## config.mk

```make
export PLATFORM = sky130hd
export DESIGN_NAME = vga_clkgen_prog
export DESIGN_NICKNAME = d
export VERILOG_FILES = /design/src/rtl/vga_clkgen_prog_pkg.sv /design/src/rtl/clkgen_prog_div.sv /design/src/rtl/vga_clkgen_prog.sv
export SDC_FILE = /design/constraint.sdc
export NUM_CORES = 1
export LEC_CHECK = 0
export ABC_AREA = 1
export CORE_MARGIN = 4
export CORE_UTILIZATION = 30
export CTS_BUF_LIST = sky130_fd_sc_hd__clkbuf_8
export CTS_CLUSTER_SIZE = 24
export DETAILED_ROUTE_END_ITERATION = 6
export GPL_ROUTABILITY_DRIVEN = 0
export HOLD_SLACK_MARGIN = 0.05
export SLEW_MARGIN = 40
export SYNTH_ARGS = -nofsm -noshare
export SYNTH_HDL_FRONTEND = slang
export SYNTH_SLANG_ARGS = --single-unit
```

## constraint.sdc

```tcl
create_clock -name sys_clk -period 4.4 [get_ports sys_clk]
set_input_delay 0.88 -clock sys_clk [delete_from_list [all_inputs] [get_ports sys_clk]]
set_output_delay 0.88 -clock sys_clk [all_outputs]
set_load 0.005 [all_outputs]
```

## src/rtl/vga_clkgen_prog_pkg.sv

```systemverilog
// Shared definitions for the VGA DCM_CLKGEN serial programmer:
// FSM states, command opcodes, frame geometry and a frame builder.
package vga_clkgen_prog_pkg;

  localparam int FIELD_W    = 8;
  localparam int FRAME_BITS = 10;
  localparam int DIV_W      = 8;

  // Opcodes that prefix each load frame; both go out LSB first.
  localparam logic [1:0] CMD_LOAD_D = 2'b01;
  localparam logic [1:0] CMD_LOAD_M = 2'b11;

  typedef enum logic [2:0] {
    ST_IDLE,
    ST_LOAD_D,
    ST_GAP1,
    ST_LOAD_M,
    ST_GAP2,
    ST_GO,
    ST_WAIT_LOW,
    ST_WAIT_HIGH
  } prog_state_t;

  // A load frame is the opcode followed by the value, so that bit 0 of the
  // returned vector is the first bit placed on progdata.
  function automatic logic [FRAME_BITS-1:0] build_frame(input logic [1:0]         cmd,
                                                        input logic [FIELD_W-1:0] value);
    return {value, cmd};
  endfunction

endpackage

```

## src/rtl/clkgen_prog_div.sv

```systemverilog
// Free-running programming-clock divider. progclk toggles every PROG_DIV
// sys_clk cycles; fall_tick marks the sys_clk cycle whose edge drives
// progclk from 1 to 0, so registers updated on it change with progclk's fall.
module clkgen_prog_div
  import vga_clkgen_prog_pkg::*;
#(
  parameter int PROG_DIV = 4
) (
  input  logic sys_clk,
  input  logic sys_rst_n,
  output logic progclk,
  output logic fall_tick
);

  localparam logic [DIV_W-1:0] DIV_LAST = DIV_W'(PROG_DIV - 1);

  logic [DIV_W-1:0] div_cnt;
  logic             terminal;

  assign terminal  = (div_cnt == DIV_LAST);
  assign fall_tick = terminal & progclk;

  // Count half-periods and flip progclk at each terminal count; reset parks it low.
  always_ff @(posedge sys_clk or negedge sys_rst_n) begin
    if (!sys_rst_n) begin
      div_cnt <= '0;
      progclk <= 1'b0;
    end else if (terminal) begin
      div_cnt <= '0;
      progclk <= ~progclk;
    end else begin
      div_cnt <= div_cnt + 1'b1;
    end
  end

endmodule

```

## src/rtl/vga_clkgen_prog.sv

```systemverilog
// Serial programmer for the VGA pixel-clock DCM_CLKGEN. Sends LOAD_D, LOAD_M
// and GO frames over progclk/progdata/progen, then waits for progdone to
// drop and rise again, reporting done or error back to software.
module vga_clkgen_prog
  import vga_clkgen_prog_pkg::*;
#(
  parameter int PROG_DIV = 4,
  parameter int TIMEOUT  = 4095
) (
  input  logic               sys_clk,
  input  logic               sys_rst_n,
  input  logic               start,
  input  logic [FIELD_W-1:0] m_minus1,
  input  logic [FIELD_W-1:0] d_minus1,
  output logic               busy,
  output logic               done,
  output logic               error,
  output logic               vga_progclk,
  output logic               vga_progdata,
  output logic               vga_progen,
  input  logic               vga_progdone
);

  localparam logic [3:0]  LAST_BIT = 4'(FRAME_BITS - 1);
  localparam logic [15:0] TMO_LAST = 16'(TIMEOUT - 1);

  prog_state_t state, state_next;

  logic                    fall_tick;
  logic [1:0]              progdone_sync;
  logic                    progdone_s;
  logic [3:0]              bit_cnt, bit_cnt_next;
  logic [15:0]             tmo_cnt, tmo_cnt_next;
  logic [FRAME_BITS-2:0]   shreg, shreg_next;
  logic [FIELD_W-1:0]      m_reg, m_next;
  logic [FIELD_W-1:0]      d_reg, d_next;
  logic                    busy_next, done_next, error_next;
  logic                    progen_next, progdata_next;
  logic [FRAME_BITS-1:0]   d_frame, m_frame;

  clkgen_prog_div #(
    .PROG_DIV (PROG_DIV)
  ) u_div (
    .sys_clk   (sys_clk),
    .sys_rst_n (sys_rst_n),
    .progclk   (vga_progclk),
    .fall_tick (fall_tick)
  );

  assign d_frame    = build_frame(CMD_LOAD_D, d_reg);
  assign m_frame    = build_frame(CMD_LOAD_M, m_reg);
  assign progdone_s = progdone_sync[1];

  // Bring progdone from the progclk domain into sys_clk through two flops.
  always_ff @(posedge sys_clk or negedge sys_rst_n) begin
    if (!sys_rst_n) begin
      progdone_sync <= 2'b00;
    end else begin
      progdone_sync <= {progdone_sync[0], vga_progdone};
    end
  end

  // Register FSM state together with every datapath value it computes.
  always_ff @(posedge sys_clk or negedge sys_rst_n) begin
    if (!sys_rst_n) begin
      state        <= ST_IDLE;
      bit_cnt      <= '0;
      tmo_cnt      <= '0;
      shreg        <= '0;
      m_reg        <= '0;
      d_reg        <= '0;
      busy         <= 1'b0;
      done         <= 1'b0;
      error        <= 1'b0;
      vga_progen   <= 1'b0;
      vga_progdata <= 1'b0;
    end else begin
      state        <= state_next;
      bit_cnt      <= bit_cnt_next;
      tmo_cnt      <= tmo_cnt_next;
      shreg        <= shreg_next;
      m_reg        <= m_next;
      d_reg        <= d_next;
      busy         <= busy_next;
      done         <= done_next;
      error        <= error_next;
      vga_progen   <= progen_next;
      vga_progdata <= progdata_next;
    end
  end

  // Sequence the frames: serial lines move only on fall_tick, while the
  // progdone waits are evaluated every cycle so completion is seen promptly.
  always_comb begin
    state_next    = state;
    bit_cnt_next  = bit_cnt;
    tmo_cnt_next  = tmo_cnt;
    shreg_next    = shreg;
    m_next        = m_reg;
    d_next        = d_reg;
    busy_next     = busy;
    done_next     = 1'b0;
    error_next    = 1'b0;
    progen_next   = vga_progen;
    progdata_next = vga_progdata;

    unique case (state)
      ST_IDLE: begin
        if (!busy) begin
          if (start) begin
            if (m_minus1 == '0) begin
              error_next = 1'b1;
            end else begin
              busy_next = 1'b1;
              m_next    = m_minus1;
              d_next    = d_minus1;
            end
          end
        end else if (fall_tick) begin
          state_next    = ST_LOAD_D;
          bit_cnt_next  = '0;
          progen_next   = 1'b1;
          progdata_next = d_frame[0];
          shreg_next    = d_frame[FRAME_BITS-1:1];
        end
      end

      ST_LOAD_D, ST_LOAD_M: begin
        if (fall_tick) begin
          if (bit_cnt == LAST_BIT) begin
            state_next    = (state == ST_LOAD_D) ? ST_GAP1 : ST_GAP2;
            progen_next   = 1'b0;
            progdata_next = 1'b0;
          end else begin
            bit_cnt_next  = bit_cnt + 4'd1;
            progdata_next = shreg[0];
            shreg_next    = {1'b0, shreg[FRAME_BITS-2:1]};
          end
        end
      end

      ST_GAP1: begin
        if (fall_tick) begin
          state_next    = ST_LOAD_M;
          bit_cnt_next  = '0;
          progen_next   = 1'b1;
          progdata_next = m_frame[0];
          shreg_next    = m_frame[FRAME_BITS-1:1];
        end
      end

      ST_GAP2: begin
        if (fall_tick) begin
          state_next    = ST_GO;
          progen_next   = 1'b1;
          progdata_next = 1'b0;
        end
      end

      ST_GO: begin
        if (fall_tick) begin
          state_next   = ST_WAIT_LOW;
          tmo_cnt_next = '0;
          progen_next  = 1'b0;
        end
      end

      ST_WAIT_LOW: begin
        if (!progdone_s) begin
          state_next   = ST_WAIT_HIGH;
          tmo_cnt_next = '0;
        end else if (fall_tick) begin
          if (tmo_cnt == TMO_LAST) begin
            state_next  = ST_IDLE;
            busy_next   = 1'b0;
            error_next  = 1'b1;
            progen_next = 1'b0;
          end else begin
            tmo_cnt_next = tmo_cnt + 16'd1;
          end
        end
      end

      ST_WAIT_HIGH: begin
        // A rising progdone beats a timeout landing in the same cycle.
        if (progdone_s) begin
          state_next = ST_IDLE;
          busy_next  = 1'b0;
          done_next  = 1'b1;
        end else if (fall_tick) begin
          if (tmo_cnt == TMO_LAST) begin
            state_next  = ST_IDLE;
            busy_next   = 1'b0;
            error_next  = 1'b1;
            progen_next = 1'b0;
          end else begin
            tmo_cnt_next = tmo_cnt + 16'd1;
          end
        end
      end

      default: begin
        state_next = ST_IDLE;
      end
    endcase
  end

endmodule

```

# Yosys cells after proc, flatten, opt, wreduce, memory -nomap -nowiden
# Index checks and enable logic that the tools add are counted.
# W data, S select, Z words.
# classes
n_addsub	3
eq_ne	20
n_mux	64
bitwise	4
n_reduce_logical	16
# op_table
operator	count
$mux W16	5
$pmux W16 S3	1
$mux W9	5
$mux W3	12
$mux W1	29
$pmux W9 S3	1
$pmux W3 S7	1
$ne A2 B2 Y1 const B	10
$add A16 B1 Y16 const B	1
$eq A16 B12 Y1 const B	1
$mux W4	4
$eq A3 B3 Y1 const B	4
$pmux W4 S3	1
$reduce_and A4 Y1	3
$reduce_and A6 Y1	2
$reduce_bool A3 Y1	3
$add A8 B1 Y8 const B	1
$eq A8 B2 Y1 const B	1
$logic_not A8 Y1	1
$mux W8	1
$reduce_and A7 Y1	1
$eq A3 B2 Y1 const B	2
$pmux W1 S3	2
$pmux W1 S6	1
11 further kinds	14
# totals
reg_bits	64
out_inout_bits	6

# Logic depth before layout (Yosys ltp)
# Gate-level depths: netlist of the first run.
# depth
word_depth	5
ltp_mapped	14

# Hierarchy
# From an unflattened synthesis of the first run, not the netlist that was laid out.
# hier_totals
hier_cells	442
hier_area_um2	3345.7
# by_module_without_submodules
module	n_inst	cells_each	area_each_um2	seq_area_each_um2
vga_clkgen_prog	1	383	2902.8	1376.3
clkgen_prog_div	1	59	442.9	225.2

# Worst setup path after synthesis of the first run
# OpenSTA, ideal clock, no wires.
# synth_path
kind	input -> register
start	input port m_minus1[1]
end	register m_reg[2]
setup_ps	76
t_arrival_ps	1744
t_required_ps	4324
slack_ps	2579
stages	6
path_buffers	1
path_cell_list	nor4_1 -> nand2_1 -> nand3_2 -> clkbuf_1 -> nand2_1 -> o21ai_1
# synth_via
elab_chain_len	3
# synth_rtl
element	line	source
start: declaration	vga_clkgen_prog.sv:13	input logic [FIELD_W-1:0] m_minus1,
$logic_not A8 Y1	vga_clkgen_prog.sv:111	if (m_minus1 == '0) begin
$not A1 Y1 (no source line)	--	
$reduce_and A4 Y1 (no source line)	--	
end signal: assignment	vga_clkgen_prog.sv:82	m_reg <= m_next;
end: declaration	vga_clkgen_prog.sv:35	logic [FIELD_W-1:0] m_reg, m_next;
# Every way passes these cells.
# A chain may end at the register's enable or synchronous reset.

# Final worst setup path of the first run
# layout_path
start	register u_div.div_cnt[0]
end	register bit_cnt[3]
# layout_via
elab_chain_len	5
# layout_rtl
element	line	source
start: declaration	clkgen_prog_div.sv:17	logic [DIV_W-1:0] div_cnt;
start signal: assignment	clkgen_prog_div.sv:32	div_cnt <= div_cnt + 1'b1;
$eq A8 B2 Y1 (*)	clkgen_prog_div.sv:20	assign terminal = (div_cnt == DIV_LAST);
$and A1 B1 Y1 (*)	clkgen_prog_div.sv:21	assign fall_tick = terminal & progclk;
$mux W4 (2 in a row)	--	
$pmux W4 S3	--	
end signal: assignment	vga_clkgen_prog.sv:79	bit_cnt <= bit_cnt_next;
end: declaration	vga_clkgen_prog.sv:32	logic [3:0] bit_cnt, bit_cnt_next;
# Every way passes the cells marked *; elsewhere a longest branch is shown, timed or not. The select of a mux whose other input is x is not followed.

==> results of run 1 <==
## layout by cell type (no fill, tap or decap), types with 2 or more instances in the layout
master and count:
a21oi_1 14, a22oi_1 7, a31oi_1 4, clkbuf_8 9
clkdlybuf4s50_1 24, clkinvlp_4 4, dfrtp_1 64, ha_1 5
inv_1 56, inv_2 11, inv_6 2, nand2_1 104
nand2_2 7, nand2_4 3, nand3_1 20, nand3b_1 3
nand4_1 7, nor2_1 56, nor2_2 9, nor2_4 2
nor3_1 7, nor4_1 2, o21ai_0 24, o21ai_1 8
o31ai_1 2, o32ai_1 2, xor2_1 4
## worst min path at each step
stage,from,end,slack [ns],cells after the start
floorplan,progdone_sync[0],progdone_sync[1],0.33,0
global placement,progdone_sync[0],progdone_sync[1],0.36,0
detailed placement,progdone_sync[0],progdone_sync[1],0.36,0
CTS,progdone_sync[0],progdone_sync[1],0.38,0
global route,progdone_sync[0],progdone_sync[1],0.39,0
finish,progdone_sync[0],progdone_sync[1],0.37,0
## through the flow
stage	instance area, um2	utilization (%)
after floorplan	3483	-
after global placement	3851	33.87
after detailed placement	3851	33.87
after CTS	4031	35.46
after global routing	4031	35.46
final	4031	35.46
## layout make-up
cell class / count / area share [%]
Sequential cell: 64 / 39.73
Inverter: 68 / 6.394
Multi-Input combinational cell: 304 / 38.70
Timing Repair Buffer: 26 / 6.269
Tap cell: 143 / 4.438
Clock buffer: 9 / 3.073
Clock inverter: 7 / 1.397
## power by group through the flow
stage	clock network (uW)	logic, uW	registers [uW]
final	458	33.0	589
after global routing	506	38.3	589
after detailed placement	0	34.8	601
after CTS	475	34.9	589
after floorplan	0	3.19	601
after global placement	0	34.4	601
## layer usage
| metal | global-route usage [%] | part of all wire, % |
|---|---|---|
| met3 | 2.454 | 3.9 |
| met5 | 0 | 0 |
| met1 | 17.03 | 51 |
| met2 | 18.17 | 43 |
| met4 | 5.104 | 1.9 |
## kinds of logic (layout without fill, tap and decap cells)
family	after synthesis	count (layout)	share of synthesized area [%]
XOR/XNOR	5	5	1.257
buffers and inverters	78	110	9.231
AND/OR/NAND/NOR	225	225	29.67
AO/OA/AOI/OAI	69	69	12.07
flip-flops	64	64	45.98
adder cells (fa/ha/maj)	5	5	1.796
==> flow_summary.ini, run 1 <==
[outcome]
outcome = complete, no violations

[power_and_ir_drop]
switchingPower_uw = 267.5
power_uw = 1081
p_sw_share_pct = 24.75
internal_power_uw = 813.2
combPwrFrac_pct = 3.1
p_leak_uw = 0.001909
p_seq_share_pct = 54.5
max-vdd-ir-drop_uv = 116.7
clkPwrFrac_pct = 42.4
p_per_area_mw_per_mm2 = 268.1

[cells_and_area]
largest_reg_flops = 16
multi_input_area_mm2 = 0.001560
final_nets = 498
area.growth.synth_to_final_pct = 15.73
reg_top3 = tmo_cnt: 16 flops, shreg: 9 flops
diodes = 0
regMostFlops = tmo_cnt
drive_gt1_share_pct = 12.34
fill_cells = 1180
fin_cells = 621
area.sequential_mm2 = 0.001602

[clocking]
cts_num_sinks = 64
cts_setup_buffers = 0
clk_pin_slew_ns = 0.08
cts_tree = yes
cts.htree.levels = 3
cts_hold_buf = 0
ctsResizeCount = 0
cts_buffers = 9
clock_latency_ns = 0.35
cts_root_buf = clkbuf_8
clockBufferDepth = 2

[logic_synthesis]
ys.flop_type = dfrtp_1
syn_area_mm2 = 0.003483
syn-num-nets = 471
synthDistinctLibCells = 42
avgSynthCellArea_um2 = 7.810
netlist_top_cells_count = 104 x nand2_1, 64 x dfrtp_1, 56 x inv_1, 56 x nor2_1, 24 x o21ai_0
synth_top_area_share_pct = 45.98
synth-edff-count = 0
syn_inst = 446
yosysTopAreaCell = dfrtp_1
ys_ff_latch = 64
yosysWarnings = 0
synthArstFlopShare_pct = 100.0
yosysSeqAreaShare_pct = 45.98
synth_area_leaders = dfrtp_1 46%, nand2_1 11%, inv_1 6.0%, nor2_1 6.0%, o21ai_0 3.4%
yosysMostFrequentCell = nand2_1

[die]
die_h_um = 115.8
start_util_pct = 30.64
pin_count = 26
die_area_mm2 = 0.01340
fp-row-count = 39
core_mm2 = 0.01137
die_x_um = 115.8

[critical_path]
critPathLaunch = u_div.div_cnt[0]
worst-r2r-cell-count = 9
required_ns = 4.65
critPathMaxFanout = 13
reg2reg_from = u_div.div_cnt[0]
arrival_ns = 2.62
startpoint_type = flip-flop
criticalPathCategory = flip-flop to flip-flop
critical_path.top_delay_family = simple AND/OR/NAND/NOR gates
reg2reg_slack_ns = 2.04
critPathCaptureType = flip-flop
worstPathCellList = ha_1 -> nand2_1 -> inv_1 -> nand2_1 -> nor2_4 -> nand2_2 -> nor2_2 -> inv_1 -> o31ai_1
cp-endpoint = bit_cnt[3]
r2r_end = bit_cnt[3]
path_buf_inv = 2
cp_slowest_stage_delay_ns = 0.39
crit_slowest_cell = nor2_2
cp_num_cells = 9

[hold_path]
hp-class = flip-flop to flip-flop

[placement]
io_buffer_count = 25
pre_cts_ws_ns = 1.848
dp_hpwl_um = 5503
dp_cells = 605

[sta]
rsz0062_at_grt = no
setup_ws_ns = 2.036
hold_violations = 0
setup_violations = 0
fin_crit_ns = 2.364
relSlewSlack_pct = 51.21
finClkSkew_ns = 0.01311
tns_ns = 0
worst_pin_slew_ns = 0.7292
period_share_pct = 53.73
drv_slew = 0
fmax_mhz = 423.0
hold_slack_ns = 0.3702

[route]
num_vias = 2868
postRouteAntennaNets = 0
drt-initial-drc-count = 127
avgViaCountPerCell = 4.618
avgRoutedWirePerCell_um = 11.73
routed_wl_um = 7284
remaining_drc_errors = 0
first_pass_iters = 4

[global_route]
grt_usage_pct = 12.10
grt_overflow = 0
grt_pass1_wl_um = 12990
grt_pass1_vias = 2832
grt_max_degree = 38
antenna_found_initial = 0

[flow_run]
cap_violations = 0
(Power assumes the default switching activity.)
==> inputs of run 2 (changes only) <==
==> constraint.sdc (replaced) <==
create_clock -name sys_clk -period 2.4 [get_ports sys_clk]
set_input_delay 0.48 -clock sys_clk [delete_from_list [all_inputs] [get_ports sys_clk]]
set_output_delay 0.48 -clock sys_clk [all_outputs]
set_load 0.005 [all_outputs]
==> flow_summary.ini, run 2 (synthesis results as in run 1) <==
[route]
avgViaCountPerCell = 4.559
postRouteAntennaNets = 0
routed_wl_um = 7240
first_pass_iters = 4
remaining_drc_errors = 0
avgRoutedWirePerCell_um = 11.62
num_vias = 2840
drt-initial-drc-count = 185

[die]
start_util_pct = 30.64
pin_count = 26
core_mm2 = 0.01137
fp-row-count = 39
die_area_mm2 = 0.01340
die_h_um = 115.8
die_x_um = 115.8

[global_route]
grt_overflow = 0
antenna_found_initial = 0
grt_pass1_wl_um = 12600
grt_pass1_vias = 2689
grt_usage_pct = 11.78
grt_max_degree = 65

[sta]
relSlewSlack_pct = 55.31
finClkSkew_ns = 0.01009
period_share_pct = 81.82
fmax_mhz = 509.2
hold_violations = 0
worst_pin_slew_ns = 0.6666
drv_slew = 0
rsz0062_at_grt = no
fin_crit_ns = 1.964
setup_violations = 0
tns_ns = 0

[cells_and_area]
mostFrequentLayoutCells = 104 x nand2_1, 64 x dfrtp_1, 56 x inv_1, 56 x nor2_1
area.growth.synth_to_final_pct = 16.88
drive_gt1_share_pct = 12.71
reg_top3 = tmo_cnt: 16 flops, shreg: 9 flops
final_nets = 500
final_area_mm2 = 0.004071
diodes = 0
postLayoutCoreUtil_pct = 35.81
fin_cells = 623
largest_reg_flops = 16
regMostFlops = tmo_cnt
final_common_cell = nand2_1
fill_cells = 1200

[power_and_ir_drop]
p_leak_uw = 0.001936
power_uw = 2021
max-vdd-ir-drop_uv = 228.5
p_per_area_mw_per_mm2 = 496.5

[clocking]
clockBufferDepth = 2
cts_buffers = 9
clock_latency_ns = 0.35
cts.htree.levels = 3
cts_tree = yes
cts_root_buf = clkbuf_8
cts_hold_buf = 0
cts_num_sinks = 64
cts_setup_buffers = 0
ctsResizeCount = 0
clk_pin_slew_ns = 0.08

[critical_path]
startpoint_type = flip-flop
critPathCaptureType = flip-flop
critPathMaxFanout = 32
arrival_ns = 2.22
criticalPathCategory = flip-flop to flip-flop
required_ns = 2.66

[placement]
io_buffer_count = 25
dp_cells = 607
placed_cell_area_mm2 = 0.003879
dp_hpwl_um = 5405

[flow_run]
cap_violations = 0

[hold_path]
hp-class = input port to async pin

[outcome]
outcome = complete, no violations
[run 2: cell count changes in the layout (fill, tap and decap cells not counted), sizes merged]
cell	change
clkbuf	+2
inv	-2
clkinvlp	-2
buf	+2
clkinv	+2
[run 2: stage by stage]
| stage | setup slack [ns] | hold slack, ns |
|---|---|---|
| floorplan | 0.7993 | 0.1844 |
| global placement | 0.3149 | 0.3461 |
| detailed placement | 0.2693 | 0.3355 |
| CTS | 0.4226 | 0.1465 |
| global route | 0.1185 | 0.1595 |
| finish | 0.4362 | 0.1192 |
[run 2: final timing paths]
| kind | start | to | slack, ns | depth (start not counted) |
|---|---|---|---|---|
| setup / recovery | state[0] | d_reg[4] | 0.44 | 7 |
| hold / removal | sys_rst_n | tmo_cnt[9] | 0.12 | 2 |
| setup reg to reg | state[0] | d_reg[4] | 0.44 | 7 |
| hold reg to reg | progdone_sync[0] | progdone_sync[1] | 0.35 | 0 |
| max in group asynchronous | sys_rst_n | tmo_cnt[13] | 1.97 | 2 |
| min in group sys_clk | progdone_sync[0] | progdone_sync[1] | 0.35 | 0 |
[run 2: worst max-delay path, stage by stage (launching register included)]
cell and delay [ns]:
dfrtp_1 0.50, inv_2 0.16, nand2_1 0.11, nor2_2 0.16, nand2_2 0.12, inv_2 0.08
nand3_2 0.41, o21ai_0 0.32
[run 2: cell type report]
type,count,area (um2),share of cell area (%)
Inverter,68,257.7,6.331
Sequential cell,64,1602,39.34
Timing Repair Buffer,28,280.3,6.884
Clock inverter,5,41.29,1.014
Multi-Input combinational cell,304,1560,38.32
Tap cell,143,178.9,4.395
Clock buffer,11,151.4,3.718
[run 2: layer usage]
metal | GRT usage, % | part of all wire (%) | vias up | wire length [um]
met4 | 3.944 | 1.4 | 0 | 103
met3 | 3.394 | 4.3 | 9 | 312
met5 | 0 | 0 | - | 0
met1 | 16.58 | 52 | 1302 | 3735
met2 | 17.48 | 43 | 53 | 3088
li1 | - | - | 1476 | -
[run 2: power breakdown]
part | internal, uW | switching, uW
clock network | 436 | 442
logic | 31.9 | 31.4
registers | 1080 | 1.28
total | 1550 | 474
